### src/rtl/operand_conditioner_pkg.sv
// Shared processor constants: ALU opcodes and operand-conditioner mode encodings.
// Imported by the operand conditioner and any datapath block that issues modes to it.
package operand_conditioner_pkg;

  typedef enum logic [3:0] {
    ALU_ADD  = 4'h0,
    ALU_SUB  = 4'h1,
    ALU_AND  = 4'h2,
    ALU_OR   = 4'h3,
    ALU_XOR  = 4'h4,
    ALU_SHL  = 4'h5,
    ALU_SHR  = 4'h6,
    ALU_SRA  = 4'h7,
    ALU_PASS = 4'h8
  } alu_op_e;

  localparam int MODE_W = 2;

  typedef enum logic [MODE_W-1:0] {
    MODE_PASS = 2'b00,
    MODE_NEG  = 2'b01,
    MODE_INV  = 2'b10,
    MODE_ABS  = 2'b11
  } cond_mode_e;

endpackage

### src/rtl/cond_fifo.sv
// Result buffer for the operand conditioner: FIFO with asynchronous reset,
// synchronous flush and an asynchronously read head so results appear one cycle after write.
module cond_fifo #(
  parameter int WIDTH = 9,
  parameter int DEPTH = 4
) (
  input  logic                     clk,
  input  logic                     reset,
  input  logic                     flush,
  input  logic                     push,
  input  logic [WIDTH-1:0]         push_data,
  input  logic                     pop,
  output logic [WIDTH-1:0]         head,
  output logic                     full,
  output logic                     empty,
  output logic [$clog2(DEPTH):0]   count
);

  localparam int AW = $clog2(DEPTH);

  logic [WIDTH-1:0] mem [DEPTH];
  logic [AW-1:0]    wr_ptr_reg;
  logic [AW-1:0]    rd_ptr_reg;
  logic [AW:0]      count_reg;
  logic             do_push;
  logic             do_pop;

  // Flush and reset both override any same-cycle push or pop.
  assign do_push = push && !full && !flush && !reset;
  assign do_pop  = pop && !empty && !flush && !reset;

  always_ff @(posedge clk or posedge reset) begin
    if (reset) begin
      wr_ptr_reg <= '0;
      rd_ptr_reg <= '0;
      count_reg  <= '0;
    end else if (flush) begin
      wr_ptr_reg <= '0;
      rd_ptr_reg <= '0;
      count_reg  <= '0;
    end else begin
      if (do_push) wr_ptr_reg <= wr_ptr_reg + AW'(1);
      if (do_pop)  rd_ptr_reg <= rd_ptr_reg + AW'(1);
      case ({do_push, do_pop})
        2'b10:   count_reg <= count_reg + (AW+1)'(1);
        2'b01:   count_reg <= count_reg - (AW+1)'(1);
        default: count_reg <= count_reg;
      endcase
    end
  end

  always_ff @(posedge clk) begin
    if (do_push) mem[wr_ptr_reg] <= push_data;
  end

  assign head  = mem[rd_ptr_reg];
  assign full  = (count_reg == (AW+1)'(DEPTH));
  assign empty = (count_reg == '0);
  assign count = count_reg;

endmodule

### src/rtl/operand_conditioner.sv
// Operand conditioner: pass / negate / invert / absolute with optional saturation,
// results queued in a small FIFO with valid/ready handshakes on both sides.
module operand_conditioner
  import operand_conditioner_pkg::*;
#(
  parameter int WIDTH = 8,
  parameter int DEPTH = 4
) (
  input  logic                   clk,
  input  logic                   reset,
  input  logic [WIDTH-1:0]       in_data,
  input  logic [MODE_W-1:0]      in_mode,
  input  logic                   sat_en,
  input  logic                   in_valid,
  output logic                   in_ready,
  output logic [WIDTH-1:0]       out_data,
  output logic                   out_ovf,
  output logic                   out_valid,
  input  logic                   out_ready,
  input  logic                   flush,
  output logic [$clog2(DEPTH):0] count
);

  localparam logic [WIDTH-1:0] MOST_NEG = {1'b1, {(WIDTH-1){1'b0}}};
  localparam logic [WIDTH-1:0] MOST_POS = {1'b0, {(WIDTH-1){1'b1}}};

  cond_mode_e       mode;
  logic [WIDTH-1:0] neg_val;
  logic             is_most_neg;
  logic [WIDTH-1:0] result;
  logic             result_ovf;
  logic             full;
  logic             empty;
  logic             accept;
  logic             pop;
  logic [WIDTH:0]   head;

  assign mode        = cond_mode_e'(in_mode);
  assign neg_val     = ~in_data + WIDTH'(1);
  assign is_most_neg = (in_data == MOST_NEG);

  always_comb begin
    result     = in_data;
    result_ovf = 1'b0;
    case (mode)
      MODE_PASS: result = in_data;
      MODE_INV:  result = ~in_data;
      MODE_NEG, MODE_ABS: begin
        if (mode == MODE_ABS && !in_data[WIDTH-1]) begin
          result = in_data;
        end else if (is_most_neg) begin
          // The negation of the most negative value is unrepresentable.
          result_ovf = 1'b1;
          result     = sat_en ? MOST_POS : in_data;
        end else begin
          result = neg_val;
        end
      end
      default: result = in_data;
    endcase
  end

  assign in_ready  = !reset && !flush && !full;
  assign accept    = in_valid && in_ready;
  assign out_valid = !empty;
  assign pop       = out_valid && out_ready;

  cond_fifo #(
    .WIDTH (WIDTH + 1),
    .DEPTH (DEPTH)
  ) u_fifo (
    .clk       (clk),
    .reset     (reset),
    .flush     (flush),
    .push      (accept),
    .push_data ({result_ovf, result}),
    .pop       (pop),
    .head      (head),
    .full      (full),
    .empty     (empty),
    .count     (count)
  );

  // Forcing zero when empty keeps outputs clean during and right after reset.
  assign out_data = out_valid ? head[WIDTH-1:0] : '0;
  assign out_ovf  = out_valid & head[WIDTH];

endmodule
### config.mk
export PLATFORM = sky130hd
export DESIGN_NAME = operand_conditioner
export DESIGN_NICKNAME = d
export VERILOG_FILES = /design/src/rtl/operand_conditioner_pkg.sv /design/src/rtl/cond_fifo.sv /design/src/rtl/operand_conditioner.sv
export SDC_FILE = /design/constraint.sdc
export NUM_CORES = 1
export LEC_CHECK = 0
export BUFFER_PORTS_ARGS = -buffer_cell sky130_fd_sc_hd__clkbuf_2
export CORE_MARGIN = 2
export CORE_UTILIZATION = 41
export CTS_CLUSTER_DIAMETER = 200
export DETAILED_ROUTE_END_ITERATION = 8
export PLACE_DENSITY = 0.59
export RECOVER_POWER = 100
export SETUP_SLACK_MARGIN = 0.3
export SLEW_MARGIN = 10
export SYNTH_ARGS = -nofsm -noshare
export SYNTH_HDL_FRONTEND = slang
export SYNTH_SLANG_ARGS = --single-unit
### constraint.sdc
create_clock -name clk -period 2.3 [get_ports clk]
set_clock_uncertainty 0.15 [all_clocks]
set_input_delay 0.46 -clock clk [delete_from_list [all_inputs] [get_ports clk]]
set_output_delay 0.46 -clock clk [all_outputs]
set_load 0.05 [all_outputs]
==> results of run 1 <==
## synthesized netlist by cell type, types with 5 or more instances
master,n
edfxtp_1,36
nor2_1,20
and2_1,15
a21oi_1,9
mux4_2,9
clkbuf_1,8
inv_1,8
o21ai_0,8
dfrtp_1,7
nand2_1,6
ha_1,5
nor3_1,5
## timing repair
| action | in CTS | in global routing |
|---|---|---|
| gates resized for setup | 40 | 38 |
| pin swaps | 12 | 10 |
| gates cloned | 0 | 1 |
| endpoints found under the setup margin | 36 | 82 |
| setup buffers | 3 | 5 |
## critical path, stage by stage, from the launching register on
cell and delay (ns):
dfrtp_2 0.45, o21a_1 0.23, or3_4 0.38, inv_2 0.07, fa_2 0.21, or3_4 0.13, nor4_2 0.04, a41oi_2 0.13
or4b_1 0.45
## cell families (layout without fill, tap and decap cells)
| logic type | count (synthesis) | count (layout) | share of synthesized area (%) |
|---|---|---|---|
| xor gates and xnor gates | 3 | 3 | 1.12 |
| AOI/OAI and AO/OA | 39 | 39 | 11.1 |
| buffers and inverters | 18 | 91 | 2.93 |
| adders and majority gates | 6 | 6 | 3.52 |
| muxes | 10 | 10 | 9.07 |
| DFF | 43 | 43 | 53.6 |
| and+or+nand+nor | 76 | 76 | 18.7 |
## routing by layer
metal  track usage [%]  share of wire (%)  up-vias
li1                  -                  -      875
met1              23.5                 41      924
met2              32.9                 54       42
met3              2.71                2.8        9
met4              7.76                2.2        0
met5                 0                  0        -
## cell type report
type	instances	share of cell area [%]
timing repair buffer	75	21.4
sequential	43	36.3
clock buffer	6	2.09
inverter	8	1.37
tap	72	2.60
clock inverter	2	0.361
multi-input combinational	134	35.8
## through the flow
step | utilization (%) | hold slack [ns] | power [mW] | setup TNS (ns) | setup WS (ns)
6_report | 63.0 | 0.239 | 2.53 | -0.167 | -0.0708
3_3_place_gp | 54.0 | 0.422 | 1.75 | -1.86 | -0.220
2_1_floorplan | - | 0.113 | 1.49 | -0.160 | -0.160
3_5_place_dp | 54.0 | 0.435 | 1.78 | -2.34 | -0.355
5_1_grt | 63.0 | 0.269 | 2.65 | -0.580 | -0.125
4_1_cts | 59.6 | 0.121 | 2.41 | -0.205 | -0.0759
## power by group through the flow
| stage | clock network, mW | registers [mW] | logic [mW] |
|---|---|---|---|
| 3_3_place_gp | 0 | 0.921 | 0.825 |
| 6_report | 0.453 | 0.910 | 1.17 |
| 4_1_cts | 0.465 | 0.905 | 1.04 |
| 2_1_floorplan | 0 | 0.974 | 0.515 |
| 5_1_grt | 0.510 | 0.913 | 1.23 |
| 3_5_place_dp | 0 | 0.923 | 0.854 |
## worst max-delay path by stage
stage | startpoint | endpoint | slack, ns
2_1_floorplan | flush | u_fifo.count[2] | -0.16
3_3_place_gp | flush | u_fifo.count[2] | -0.22
3_5_place_dp | flush | u_fifo.count[2] | -0.35
4_1_cts | reset | u_fifo.count[2] | -0.08
5_1_grt | u_fifo.count[0] | u_fifo.count[2] | -0.12
6_report | u_fifo.count[0] | u_fifo.count[2] | -0.07
==> metrics.txt, run 1 <==
post-route cell area 3470 µm²; max-slew violations 0; Setup Viol. Count Final 7; Leak Pwr 1.31 nW; die width 79.6 µm; failing checks setup timing; synthesized flop and latch total 43; cells on worst reg2reg path 8; cts hold-fix bufs 0; cells after synthesis 195; max FFs per register 36; Synth warnings 0; Inst Count DP about 320; final net count 289; WP data arrival 2.38 ns; Most used DFF post-synth edfxtp_1; Final ANT Viol Nets 0; share of flip-flops with an asynchronous set or reset 16.3%; Die Height 79.6 µm; first-pass GRT wire length between 9000 and 10000 µm; Final Hold Fails 0; Area after DPL 2980 µm²; syn_nets 217; switching portion of total power a little over a third; r2r startpoint u_fifo.count[0]; most frequent cells in the layout 36 x buf_4, 36 x edfxtp_1, 17 x nor2_1, 14 x clkbuf_2, 10 x and2_4; crit path time final 2.37 ns; Initial DRC Count 128; Internal 1.65 mW; NetSw around 0.88 mW; antenna diode count 0; vias in the first global route 1846; Cell variety after synth 47; final period utilization 103%; Residual DRC 0; DRT Wirelength 5800 µm; status finished with violations; share of layout cells above drive strength 1 roughly 52%; Worst VDD drop ~0.50 mV; Placeable Area between 5000 and 6000 µm²; worst reg2reg endpoint u_fifo.count[2]; CTS Sinks 43; # rows 27; area of the multi-input gates between 1000 and 1500 µm²; HP Class input port to async pin; die area 6340 µm²; crit path launch type register; Register Area 1260 µm²; pin count of the biggest net entering global routing 19; largest area contributor in the netlist edfxtp_1; fillcell total 422; I/O pin count 30; root buffer cell clkbuf_8; Worst slew margin ~61%; post-synthesis sequential area ratio a little over half; fin cells 340; 1st-pass router iterations 4; routed vias/inst ~5.4; Num CTS Buffers 5; Req. time, crit path 2.31 ns; total track usage 18.9%; Seq pwr share 35.9%; clock latency on the worst-skew pair a little under 0.3 ns; max-cap check violation count 0; P per Cell Area between 700 and 800 nW/µm²; clk buf depth 2; port buffer count 29; Comb power frac 46.2%; synth top area cells edfxtp_1 46%, mux4_2 8.6%, dfrtp_1 7.5%, and2_1 4.0%, nor2_1 3.2%; H-Tree Depth 2; DR WL/cell 17.1 µm; Post-synth EDFFs 36; CTS tree built; Worst-path clk slew 0.08 ns; Peak Freq approximately 420 MHz; routability congestion estimate 0.928; starting density of the core 42.6%; critical path fanouts, max 5; Worst-Margin Slew 0.590 ns; share of the synthesized area in the top cell type 46.1%; HPWL after DPL around 4000 µm; unrepaired setup endpoints after global routing yes; area growth from synthesis to layout 47.9%; via count around 1900; clock share of power 17.9%; critical path capture point type register; initial antenna violation count 0; reg2reg setup slack -0.07 ns; Synth Cell Area 2340 µm²; fin worst setup slack -0.0708 ns; remaining global-route overflow 0; crit path kind register to register; Mapped Avg Cell Area 12.0 µm²
Power figures use the tool's default switching activity.
==> inputs of run 2 (changes only) <==
PLACE_DENSITY = 0.62   (was 0.59)
==> metrics.txt, run 2 (synthesized netlist as in run 1, its figures left out) <==
status finished with violations; failing checks setup timing; final period utilization 104%; Die Height 79.6 µm; routed vias/inst 5.29; area growth from synthesis to layout 48.3%; cells on worst reg2reg path 8; CTS Sinks between 40 and 50; most frequent cells in the layout 36 x edfxtp_1, 34 x buf_4, 18 x nor2_1, 13 x clkbuf_2, 12 x clkbuf_1; vias in the first global route roughly 1800; Req. time, crit path 2.32 ns; antenna diode count 0; via count 1869; HP Class input port to async pin; worst hold slack 0.347 ns; initial antenna violation count 0; most common cell after layout, fill and taps aside edfxtp_1; critical path capture point type register; Placeable Area 5510 µm²; Worst slew margin between 50% and 60%; Peak Freq 418 MHz; Final Hold Fails 0; fillcell total 429; CP max stage delay 0.47 ns; Crit path max-delay family simple AND/OR/NAND/NOR gates; WP data arrival 2.41 ns; Crit path depth 8; max-cap check violation count 0; H-Tree Depth 2; P per Cell Area ~790 nW/µm²; Worst VDD drop 0.655 mV; I/O pin count 30; fin cells roughly 350; max FFs per register 36; routability congestion estimate 0.891; pin count of the biggest net entering global routing 19; fin worst setup slack -0.0940 ns; reg2reg setup slack -0.09 ns; remaining global-route overflow 0; CP dominant cell by count or3_4; Buffers & Inverters on Critical Path 1; die width 79.6 µm; CTS tree built; share of layout cells above drive strength 1 47.7%; DR WL/cell ~15 µm; crit path kind register to register; clock latency on the worst-skew pair just under 0.3 ns; port buffer count 29; HPWL after DPL between 3000 and 4000 µm; Residual DRC 0; critical path fanouts, max 4; clk buf depth 2; first-pass GRT wire length around 8800 µm; crit path time final ~2.4 ns; final net count 302; root buffer cell clkbuf_8; starting density of the core around 43%; # rows 27; cts hold-fix bufs 0; DRT Wirelength 5430 µm; Initial DRC Count 129; CP cell instances o21a_1, or3_4, inv_2, fa_2, or3_4, nor4_2, a41oi_2, or4b_4; Worst-Margin Slew approximately 0.6 ns; 1st-pass router iterations 4; Inst Count DP ~330; Leak Pwr between 1 and 1.5 nW; Slowest-stage cell, CP or4b_4; max-slew violations 0; Final ANT Viol Nets 0; Setup Viol. Count Final 9; total track usage between 10% and 20%; Worst-path clk slew 0.08 ns; unrepaired setup endpoints after global routing yes; die area 6340 µm²; Num CTS Buffers 5; crit path launch type register
[run 2: report_power, final]
group	switching [mW]	leakage, nW	internal [mW]
logic	0.634	0.838	0.619
registers	0.0277	0.415	0.885
clock network	0.260	0.0587	0.329
[run 2: layer usage]
metal | routed length [µm] | global-route usage [%] | vias up
met5 | 0 | 0 | -
met2 | 2780 | 30.6 | 37
li1 | - | - | 903
met3 | 207 | 3.17 | 4
met4 | 48 | 6.03 | 0
met1 | 2390 | 24.6 | 925
[run 2: per-stage QoR]
step           utilization [%]  worst slack, ns  TNS (ns)  total power [mW]  cell area, µm²
5_1_grt                   63.1           -0.150     -1.64              2.88            3480
2_1_floorplan                -           -0.160    -0.160              1.49            2440
4_1_cts                   63.5          -0.0593    -0.408              2.71            3490
6_report                  63.1          -0.0940    -0.229              2.75            3480
3_5_place_dp              54.6           -0.313     -1.98              1.78            3010
3_3_place_gp              54.6           -0.234     -1.56              1.77            3010
[run 2: cell type report]
type,instances,area [µm²],share of cell area [%]
Clock buffer,5,68.8,1.98
Sequential cell,43,1260,36.2
Inverter,8,40.0,1.15
Tap cell,72,90.1,2.59
Clock inverter,3,47.5,1.37
Multi-Input combinational cell,134,1170,33.6
Timing Repair Buffer,87,793,22.8
Timing Repair inverter,1,7.51,0.216
[run 2: final timing paths]
path	startpoint	endpoint
worst min-delay path	reset	u_fifo.rd_ptr_reg[0]
min in group clk	flush	u_fifo.count[0]
worst max register to register	u_fifo.count[1]	u_fifo.count[2]
worst max-delay path	u_fifo.count[1]	u_fifo.count[2]
worst min register to register	u_fifo.wr_ptr_reg[1]	u_fifo.wr_ptr_reg[1]
max in group asynchronous	reset	u_fifo.count[1]
[run 2: worst min-delay path, cell delays in order]
cell and delay (ns):
clkbuf_1 0.09, clkdlybuf4s25_1 0.25, clkbuf_1 0.13, inv_1 0.27
[run 2: repair_timing]
action	4_1_cts	5_1_grt
setup buffers	10	6
endpoints found under the setup margin	46	55
pin swaps	17	13
gates resized for setup	61	27
hold endpoints to repair	0	0
gates cloned	2	0
